[config.mk]
export PLATFORM = sky130hd
export DESIGN_NAME = vadc_capture
export DESIGN_NICKNAME = d
export VERILOG_FILES = /design/src/rtl/vadc_pkg.sv /design/src/rtl/vadc_fifo.sv /design/src/rtl/vadc_capture.sv
export SDC_FILE = /design/constraint.sdc
export NUM_CORES = 1
export LEC_CHECK = 0
export ABC_AREA = 1
export BUFFER_PORTS_ARGS = -buffer_cell sky130_fd_sc_hd__buf_2
export CAP_MARGIN = 20
export CORE_MARGIN = 2
export CORE_UTILIZATION = 54
export CTS_CLUSTER_DIAMETER = 120
export DETAILED_ROUTE_END_ITERATION = 8
export PLACE_DENSITY = 0.74
export RECOVER_POWER = 25
export SLEW_MARGIN = 30
export SYNTH_ARGS = -nofsm -noshare
export SYNTH_HDL_FRONTEND = slang
export SYNTH_SLANG_ARGS = --single-unit
[constraint.sdc]
create_clock -name clk -period 2.61 [get_ports clk]
set_clock_uncertainty 0.1 [all_clocks]
set_input_delay 0 -clock clk [delete_from_list [all_inputs] [get_ports clk]]
set_output_delay 0 -clock clk [all_outputs]
set_load 0.02 [all_outputs]
[src/rtl/vadc_pkg.sv]
// Shared types and helpers for the video capture path: pixel/entry layouts,
// colour quantizer and sync edge detection.
package vadc_pkg;

  localparam int PIX_W   = 15;
  localparam int COORD_W = 10;
  localparam int ENTRY_W = PIX_W + 2 * COORD_W;

  typedef struct packed {
    logic [4:0] r;
    logic [4:0] g;
    logic [4:0] b;
  } pix_t;

  typedef struct packed {
    pix_t               pix;
    logic [COORD_W-1:0] x;
    logic [COORD_W-1:0] y;
  } entry_t;

  // mode 0 maps 0..255 linearly onto the 25-step code range; mode 1 keeps the top bits
  function automatic logic [4:0] quantize(input logic mode, input logic [7:0] x);
    logic [9:0] t;
    t = {2'b00, x} + {1'b0, x, 1'b0} + 10'd16;
    return mode ? x[7:3] : t[9:5];
  endfunction

  function automatic logic active_edge(input logic cur, input logic prev, input logic pol);
    return (cur == pol) && (prev != pol);
  endfunction

endpackage

[src/rtl/vadc_fifo.sv]
// First-word-fall-through FIFO; the head entry is visible whenever empty_o is low.
module vadc_fifo
  import vadc_pkg::*;
#(
  parameter int DEPTH = 4,
  parameter int W     = ENTRY_W
) (
  input  logic         clk,
  input  logic         rst_n,
  input  logic         wr_en_i,
  input  logic [W-1:0] wr_data_i,
  input  logic         rd_en_i,
  output logic [W-1:0] rd_data_o,
  output logic         full_o,
  output logic         empty_o
);

  localparam int AW = $clog2(DEPTH);

  logic [W-1:0]  mem [DEPTH];
  logic [AW-1:0] wr_ptr_q, wr_ptr_d;
  logic [AW-1:0] rd_ptr_q, rd_ptr_d;
  logic [AW:0]   count_q, count_d;
  logic          do_wr, do_rd;

  assign full_o  = (count_q == (AW + 1)'(DEPTH));
  assign empty_o = (count_q == '0);

  // a read frees the slot, so a full FIFO still accepts a write in the same cycle
  assign do_rd = rd_en_i && !empty_o;
  assign do_wr = wr_en_i && (!full_o || do_rd);

  always_comb begin
    wr_ptr_d = wr_ptr_q;
    rd_ptr_d = rd_ptr_q;
    count_d  = count_q;
    if (do_wr) wr_ptr_d = wr_ptr_q + AW'(1);
    if (do_rd) rd_ptr_d = rd_ptr_q + AW'(1);
    case ({do_wr, do_rd})
      2'b10:   count_d = count_q + (AW + 1)'(1);
      2'b01:   count_d = count_q - (AW + 1)'(1);
      default: count_d = count_q;
    endcase
  end

  always_ff @(posedge clk or negedge rst_n) begin
    if (!rst_n) begin
      wr_ptr_q <= '0;
      rd_ptr_q <= '0;
      count_q  <= '0;
    end else begin
      wr_ptr_q <= wr_ptr_d;
      rd_ptr_q <= rd_ptr_d;
      count_q  <= count_d;
    end
  end

  always_ff @(posedge clk) begin
    if (do_wr) mem[wr_ptr_q] <= wr_data_i;
  end

  assign rd_data_o = mem[rd_ptr_q];

endmodule

[src/rtl/vadc_capture.sv]
// Video capture front end: samples RGB + syncs, tracks beam position, windows
// the active area, quantizes to 5-bit codes and streams pixels out of a small FIFO.
module vadc_capture
  import vadc_pkg::*;
#(
  parameter logic       HS_POL     = 1'b0,
  parameter logic       VS_POL     = 1'b0,
  parameter logic [9:0] H_START    = 10'd128,
  parameter logic [9:0] H_ACTIVE   = 10'd360,
  parameter logic [9:0] V_START    = 10'd32,
  parameter logic [9:0] V_ACTIVE   = 10'd288,
  parameter int         FIFO_DEPTH = 4
) (
  input  logic               clk,
  input  logic               rst_n,
  input  logic [7:0]         red_i,
  input  logic [7:0]         grn_i,
  input  logic [7:0]         blu_i,
  input  logic               hsync_i,
  input  logic               vsync_i,
  input  logic               vadc_mode,
  input  logic               enable,
  input  logic               ovf_clr,
  output logic [PIX_W-1:0]   pix_data,
  output logic [COORD_W-1:0] pix_x,
  output logic [COORD_W-1:0] pix_y,
  output logic               pix_valid,
  input  logic               pix_ready,
  output logic               armed,
  output logic               ovf,
  output logic [10:0]        line_len
);

  localparam logic [10:0] H_END = {1'b0, H_START} + {1'b0, H_ACTIVE};
  localparam logic [10:0] V_END = {1'b0, V_START} + {1'b0, V_ACTIVE};

  logic [7:0]         red_q, grn_q, blu_q;
  logic               hs_q, vs_q, hs_prev_q, vs_prev_q;
  logic [COORD_W-1:0] hcnt_q, hcnt_d;
  logic [COORD_W-1:0] vcnt_q, vcnt_d;
  logic [10:0]        line_len_q, line_len_d;
  logic               armed_q, armed_d;
  logic               ovf_q, ovf_d;
  logic               wr_en_q, wr_en_d;
  entry_t             wr_entry_q, wr_entry_d;

  logic               hs_edge, vs_edge;
  logic               in_h, in_v, capture;
  logic               fifo_full, fifo_empty, pop, drop;
  entry_t             head;

  assign hs_edge = active_edge(hs_q, hs_prev_q, HS_POL);
  assign vs_edge = active_edge(vs_q, vs_prev_q, VS_POL);

  assign in_h    = ({1'b0, hcnt_q} >= {1'b0, H_START}) && ({1'b0, hcnt_q} < H_END);
  assign in_v    = ({1'b0, vcnt_q} >= {1'b0, V_START}) && ({1'b0, vcnt_q} < V_END);
  assign capture = armed_q && in_h && in_v;

  assign pix_valid = !fifo_empty;
  assign pop       = pix_valid && pix_ready;
  assign drop      = wr_en_q && fifo_full && !pop;

  always_comb begin
    hcnt_d     = hcnt_q;
    vcnt_d     = vcnt_q;
    line_len_d = line_len_q;
    armed_d    = armed_q;
    ovf_d      = ovf_q;

    if (hs_edge) begin
      hcnt_d     = '0;
      line_len_d = {1'b0, hcnt_q} + 11'd1;
      if (vcnt_q != '1) vcnt_d = vcnt_q + COORD_W'(1);
    end else if (hcnt_q != '1) begin
      hcnt_d = hcnt_q + COORD_W'(1);
    end
    if (vs_edge) vcnt_d = '0;

    // arming only happens at frame start; dropping enable takes effect at once
    if (!enable)      armed_d = 1'b0;
    else if (vs_edge) armed_d = 1'b1;

    // a new drop wins over a simultaneous clear
    if (drop)         ovf_d = 1'b1;
    else if (ovf_clr) ovf_d = 1'b0;
  end

  always_comb begin
    wr_en_d          = capture;
    wr_entry_d.pix.r = quantize(vadc_mode, red_q);
    wr_entry_d.pix.g = quantize(vadc_mode, grn_q);
    wr_entry_d.pix.b = quantize(vadc_mode, blu_q);
    wr_entry_d.x     = hcnt_q - H_START;
    wr_entry_d.y     = vcnt_q - V_START;
  end

  always_ff @(posedge clk or negedge rst_n) begin
    if (!rst_n) begin
      red_q      <= '0;
      grn_q      <= '0;
      blu_q      <= '0;
      hs_q       <= !HS_POL;
      vs_q       <= !VS_POL;
      hs_prev_q  <= !HS_POL;
      vs_prev_q  <= !VS_POL;
      hcnt_q     <= '0;
      vcnt_q     <= '0;
      line_len_q <= '0;
      armed_q    <= 1'b0;
      ovf_q      <= 1'b0;
      wr_en_q    <= 1'b0;
      wr_entry_q <= '0;
    end else begin
      red_q      <= red_i;
      grn_q      <= grn_i;
      blu_q      <= blu_i;
      hs_q       <= hsync_i;
      vs_q       <= vsync_i;
      hs_prev_q  <= hs_q;
      vs_prev_q  <= vs_q;
      hcnt_q     <= hcnt_d;
      vcnt_q     <= vcnt_d;
      line_len_q <= line_len_d;
      armed_q    <= armed_d;
      ovf_q      <= ovf_d;
      wr_en_q    <= wr_en_d;
      wr_entry_q <= wr_entry_d;
    end
  end

  vadc_fifo #(
    .DEPTH (FIFO_DEPTH),
    .W     (ENTRY_W)
  ) u_fifo (
    .clk       (clk),
    .rst_n     (rst_n),
    .wr_en_i   (wr_en_q),
    .wr_data_i (wr_entry_q),
    .rd_en_i   (pop),
    .rd_data_o (head),
    .full_o    (fifo_full),
    .empty_o   (fifo_empty)
  );

  // head memory is unreset, so keep the stream outputs at zero while empty
  assign pix_data = pix_valid ? head.pix : '0;
  assign pix_x    = pix_valid ? head.x   : '0;
  assign pix_y    = pix_valid ? head.y   : '0;
  assign armed    = armed_q;
  assign ovf      = ovf_q;
  assign line_len = line_len_q;

endmodule

# After elaboration in Yosys (flattened, before gate mapping)
# Memory sizes are Yosys's and may differ from the RTL's.
# Cells that the tools add are included.
# totals
regBits	104
ramBits	140
in_bits	32
out_inout_bits	49
elab_cells	89
memories	1
# mem_list
name	depth	width	read_ports	rd_ports_with_merged_regs	write_ports	line_no	rtl
u_fifo.mem	4	35	1	0	1	vadc_fifo.sv:20	logic [W-1:0] mem [DEPTH];
# classes
add_sub_neg	15
magnitude_cmp	4
n_eq_ne	6
mux	18
bitwise_logic	2
reduce_logical	22
# op_table
cell	n
two-way mux 10 bit	7
adder 10 x 5 -> 10 bit, second input constant	3
adder 8 x 9 -> 10 bit	3
adder 10 x 1 -> 10 bit, second input constant	2
< comparator 10 x 9 -> 1 bit, second input constant	2
inequality test 10 bit, second input constant	2
two-way mux 15 bit	1
two-way mux 5 bit	3
adder 10 x 1 -> 11 bit, second input constant	1
logical AND 1 bit	11
>= comparator 10 x 6 -> 1 bit, second input constant	1
>= comparator 10 x 8 -> 1 bit, second input constant	1
nonzero test 2 bit	5
subtractor 10 x 6 -> 10 bit, second input constant	1
subtractor 10 x 8 -> 10 bit, second input constant	1
two-way mux 1 bit	6
one-hot mux 3 bit (2 select lines)	1
adder 2 x 1 -> 2 bit, second input constant	2
adder 3 x 1 -> 3 bit, second input constant	1
equality test 3 bit, second input constant	1
logical NOT 1 bit	3
logical NOT 3 bit	1
subtractor 3 x 1 -> 3 bit, second input constant	1
equality test 2 x 1 -> 1 bit, second input constant	1
5 further kinds	6

# Depth between registers and ports, before layout
# depth
word_depth	8
depth_mapped	11
depth_no_buf	11

# Hierarchy
# From an unflattened synthesis, not the netlist that was laid out.
# hier_totals
cells_unflattened	1055
hier_area_um2	10819.1
# modules_own_cells
module	instances	cells_per_inst	area_each_um2
vadc_fifo	1	436	5755.5
vadc_capture	1	619	5063.6

# Worst setup path before layout
# No wires, ideal clock.
# synth_timing
path_kind	flip-flop to flip-flop
from	reg u_fifo.count_q[2]
to	mem u_fifo.mem[0][0] (netlist bit), enable pin
setup_ns	0.427
arrival_ns	2.339
t_required_ns	2.083
slack_ns	-0.256
path_stages_with_launch	7
n_path_buf	0
synth_period_minus_slack_ns	2.866
cell_sequence	dfrtp_1 inv_1 nand2_4 nand2_2 nand3_1 nand2_2 nor2_1
# synth_via
elab_chain_len	8
# synth_rtl
element	line_no	rtl
start, declared	vadc_fifo.sv:23	logic [AW:0] count_q, count_d;
start signal, assigned	vadc_fifo.sv:54	count_q <= count_d;
logical NOT 3 bit (*)	vadc_fifo.sv:27	assign empty_o = (count_q == '0);
logical NOT 1 bit (*)	vadc_capture.sv:59	assign pix_valid = !fifo_empty;
named net pix_valid	vadc_capture.sv:27	output logic pix_valid,
logical AND 1 bit	vadc_capture.sv:60	assign pop = pix_valid && pix_ready;
logical AND 1 bit (*)	vadc_fifo.sv:30	assign do_rd = rd_en_i && !empty_o;
logical OR 1 bit (*)	vadc_fifo.sv:31	assign do_wr = wr_en_i && (!full_o || do_rd);
logical AND 1 bit (*)	vadc_fifo.sv:31	
two-way mux 1 bit (*)	vadc_fifo.sv:59	if (do_wr) mem[wr_ptr_q] <= wr_data_i;
two-way mux 1 bit (not written as such) (*)	vadc_fifo.sv:59	
end, declared	vadc_fifo.sv:20	
# The timed path passes the listed nets; every way through them passes the cells marked *.

# Final worst setup path
# layout_timing
from	reg u_fifo.rd_ptr_q[0]
to	out pix_x[5]
# layout_via
elab_chain_len	2
# layout_rtl
element	line_no	rtl
start, declared	vadc_fifo.sv:22	logic [AW-1:0] rd_ptr_q, rd_ptr_d;
start signal, assigned	vadc_fifo.sv:53	rd_ptr_q <= rd_ptr_d;
memory (4 x 35 bit)	-	
two-way mux 10 bit	vadc_capture.sv:147	assign pix_x = pix_valid ? head.x : '0;
end, declared	vadc_capture.sv:25	output logic [COORD_W-1:0] pix_x,
# Every way passes these cells.

==> parameters.txt <==
Parameter                              Value

STA
  Highest Clock Rate ... 0.419 GHz
  Final hold violation count ... 0
  Setup repair after global routing missed its margin ... false
  Worst-case setup margin in the final layout ... 223 ps
  Count of endpoints failing setup in the final report ... 0
  Portion of the clock cycle consumed by the worst path in the final layout ... 0.914
  Post-layout minimum cycle time ... 2390 ps
  Transition time at the pin with the least slew margin ... between 700 and 800 ps
  Max-slew violation count ... 0
  Slew margin rel. ... 0.511

Setup path
  Biggest fanout along the worst timing path ... 44
  Critical path endpoint category ... output pin
  Path type of the worst setup path ... register to output pin
  Series of cell instances along the critical path ... buf_12 -> nor2_1 -> nor2_1 -> o21ai_0 -> a21oi_1 -> buf_2
  Slowest stage cell, crit path ... sky130_fd_sc_hd__dfrtp_2
  Crit path buf inv count ... 2
  Data required time of the worst path ... roughly 2500 ps
  Startpoint type of the worst setup path ... register
  Most prevalent standard cell on the critical path ... sky130_fd_sc_hd__nor2_1
  CP top delay family ... flip-flops
  Worst path max stage delay ... 720 ps
  Worst path arrival time ... 2290 ps

Placement
  Worst setup slack after placement ... 622 ps
  Post-place instance area ... 11400 um2
  Routability cong. ... 0.856
  IO Port Bufs ... 80
  Total placed cells including tap cells ... 1335
  Estimated wirelength of the detail-placed design ... 13400 um

Routing
  Detail-routed via count per cell ... between 5 and 6
  Count of antenna-violating nets left after detailed routing ... 0
  Number of detailed-route iterations in the first pass ... 5
  Detail-routed net length per standard cell ... 15.3 um
  DRC errors left ... 0
  Count of vias placed by the detailed router ... 7313
  Total length of routed wires ... 21600 um
  DRC marker count from the first detailed-route iteration ... 536

Logic synthesis
  Xor-xnor portion of the synthesized cell area ... 0.0115
  Number of warnings printed during yosys synthesis ... 0
  Total of flip-flops plus latches after synthesis ... roughly 240
  Share of synthesized cell area in full adder, half adder and majority cells ... 0.0583
  Count of distinct cell types in the synthesized netlist ... 35
  Part of the Yosys area used for sequential elements ... 0.640
  Gate count after technology mapping ... between 1000 and 1500
  Cell type with the largest total area after synthesis ... sky130_fd_sc_hd__edfxtp_1
  Number of nets in the synthesized netlist ... 1093
  Compound-Gate Fraction of Synth Area ... 0.0732
  Average cell area after synthesis ... 10.5 um2
  Cells taking the most area after synthesis ... sky130_fd_sc_hd__edfxtp_1 39%, sky130_fd_sc_hd__dfrtp_1 24%, sky130_fd_sc_hd__nor2_1 6.4%
  Post-synth top area share ... 0.395
  Cell area after synthesis ... between 10000 and 15000 um2
  Simple-gate area share of the yosys netlist ... 0.166
  Mux contribution to synthesized area ... 0
  Combinational family with the most area after synthesis ... simple AND/OR/NAND/NOR gates

Clock network
  Number of buffers between clock root and the deepest sink ... 3
  Post-CTS clock slew at the launch and capture registers of the worst setup and hold paths ... around 60 ps
  Clock Latency Late Sink ... 510 ps
  Number of sinks driven by the clock tree ... 244
  Clock tree from TritonCTS ... built
  CTS HTree Levels ... 1
  Number of gates resized after CTS ... 0
  Number of setup buffers added after CTS ... 0
  Number of CTS-inserted buffers ... 24
  Root buf cell ... sky130_fd_sc_hd__clkbuf_16

Die
  Die height ... 144 um
  Number of standard-cell rows in the floorplan ... 51
  IO Count ... 81
  Horizontal die dimension ... 144 um
  Area of the core ... 19400 um2
  Starting Density ... 0.549
  Die area ... 20900 um2

Power
  LEAKAGE ... 5.48 nW
  Power per unit of standard cell area ... 918 nW/um2
  IR drop worst, VDD ... 0.000456 V

Outcome
  Run status ... finished clean

Global route
  Largest net degree at the start of global routing ... 72
  Gr ovfl total ... 0
  Via count of the first global-routing pass ... between 7000 and 8000
  GR Util All Layers ... 0.212
  Number of antenna violations at the first check in global routing ... 0
  Wire length of the first global-routing pass ... 34700 um

Layout
  Layout Cells excl Fill ... 1413
  Commonest cells after routing, fill and taps aside ... 177 x sky130_fd_sc_hd__nor2_1, 149 x sky130_fd_sc_hd__nand2_1, 140 x sky130_fd_sc_hd__edfxtp_1
  Nets ... 1211
  Fraction of final layout cells sized beyond drive strength 1 ... 0.141
  Cell area after layout ... about 13000 um2
  Count of inserted antenna diode cells ... 0
  Leading cell type in the layout, fill and taps excluded ... sky130_fd_sc_hd__nor2_1
  Synthesis-to-layout area growth ... 17.6%

Run
  Max-cap check violation count ... 0

Hold path
  Min-delay worst type ... input pin to register
## worst reg2reg max path: stages, from the launching register on
cell	delay, ps
sky130_fd_sc_hd__dfrtp_1	400
sky130_fd_sc_hd__inv_1	100
sky130_fd_sc_hd__nand2_4	110
sky130_fd_sc_hd__nand2_2	80
sky130_fd_sc_hd__nand3_1	120
sky130_fd_sc_hd__nand2_2	140
sky130_fd_sc_hd__nor2_2	110
sky130_fd_sc_hd__buf_4	470
## power by group
| group | switching (mW) | internal, mW |
|---|---|---|
| logic | 2.20 | 1.13 |
| registers | 0.330 | 4.37 |
| clock network | 1.37 | 2.11 |
## metrics by stage
step,util,hold WS [ps],setup TNS [ps],power (mW)
final,0.645,27.2,0,11.5
after global routing,0.645,23.7,0,12.1
after CTS,0.645,13.0,0,11.6
after detailed placement,0.586,-60.4,0,8.05
after global placement,0.586,-67.4,0,7.96
after floorplan,-,-396,-35850,6.95
## layer usage
metal,track usage,wire length [um]
met5,0,0
met4,0.0491,338
met3,0.0238,1050
met2,0.356,10300
met1,0.301,9900
## cell families after synthesis
kind of cell,count (synthesis)
AND/OR/NAND/NOR,416
AO/OA/AOI/OAI,152
flip-flops,244
XOR/XNOR,14
adder cells (fa/ha/maj),49
buffers and inverters,137
## cell usage after synthesis, drive strengths merged
cell type,number
inv,103
edfxtp,140
ha,48
nand2,156
clkbuf,17
a21oi,53
clkinv,1
nand3,50
nand4,14
nor2,187
or2,2
xnor2,2
buf,16
o21a,1
a41oi,1
o21ai,93
nor3,7
xor2,12
fa,1
o22ai,4
dfrtp,100
dfstp,4
## state kept, by name, indices dropped and copies added, names as in the netlist
| register | cells |
|---|---|
| u_fifo.mem | 140 |
| wr_entry_q | 35 |
| grn_q | 8 |
| vcnt_q | 10 |
| vs_q | 1 |
| vs_prev_q | 1 |
| u_fifo.rd_ptr_q | 2 |
| hs_q | 1 |
| hcnt_q | 10 |
| hs_prev_q | 1 |
| armed | 1 |
| blu_q | 8 |
| ovf | 1 |
| wr_en_q | 1 |
| u_fifo.count_q | 3 |
| u_fifo.wr_ptr_q | 2 |
| red_q | 8 |
| line_len | 11 |
## path summary, 6_finish.rpt
check | to | from | depth (start not counted) | slack (ps)
worst min register to register | vs_prev_q$_DFF_PN1_ | vs_q$_DFF_PN1_ | 0 | 260
worst max register to register | u_fifo.mem[3][34]$_DFFE_PP_ | u_fifo.count_q[2]$_DFFE_PN0P_ | 7 | 610
worst max-delay path | pix_x[5] | u_fifo.rd_ptr_q[0]$_DFFE_PN0N_ | 6 | 220
worst min-delay path | grn_q[6]$_DFF_PN0_ | grn_i[6] | 2 | 30
max in group asynchronous | hs_prev_q$_DFF_PN1_ | rst_n | 4 | 1580
min in group asynchronous | grn_q[0]$_DFF_PN0_ | rst_n | 4 | 540
## area by class of cell
cell class	count	area (um2)
multi-input combinational	631	3300
tap	265	332
timing repair buffer	125	872
sequential	244	6810
inverter	104	390
clock inverter	8	90.1
fill	1534	6880
clock buffer	36	722
## timing repair
| item | 4_1_cts | 5_1_grt |
|---|---|---|
| hold buffers | 34 | 0 |
| endpoints found under the setup margin | 0 | 0 |
| hold endpoints to repair | 145 | 0 |
No activity file was read; power rests on OpenSTA's default activity.
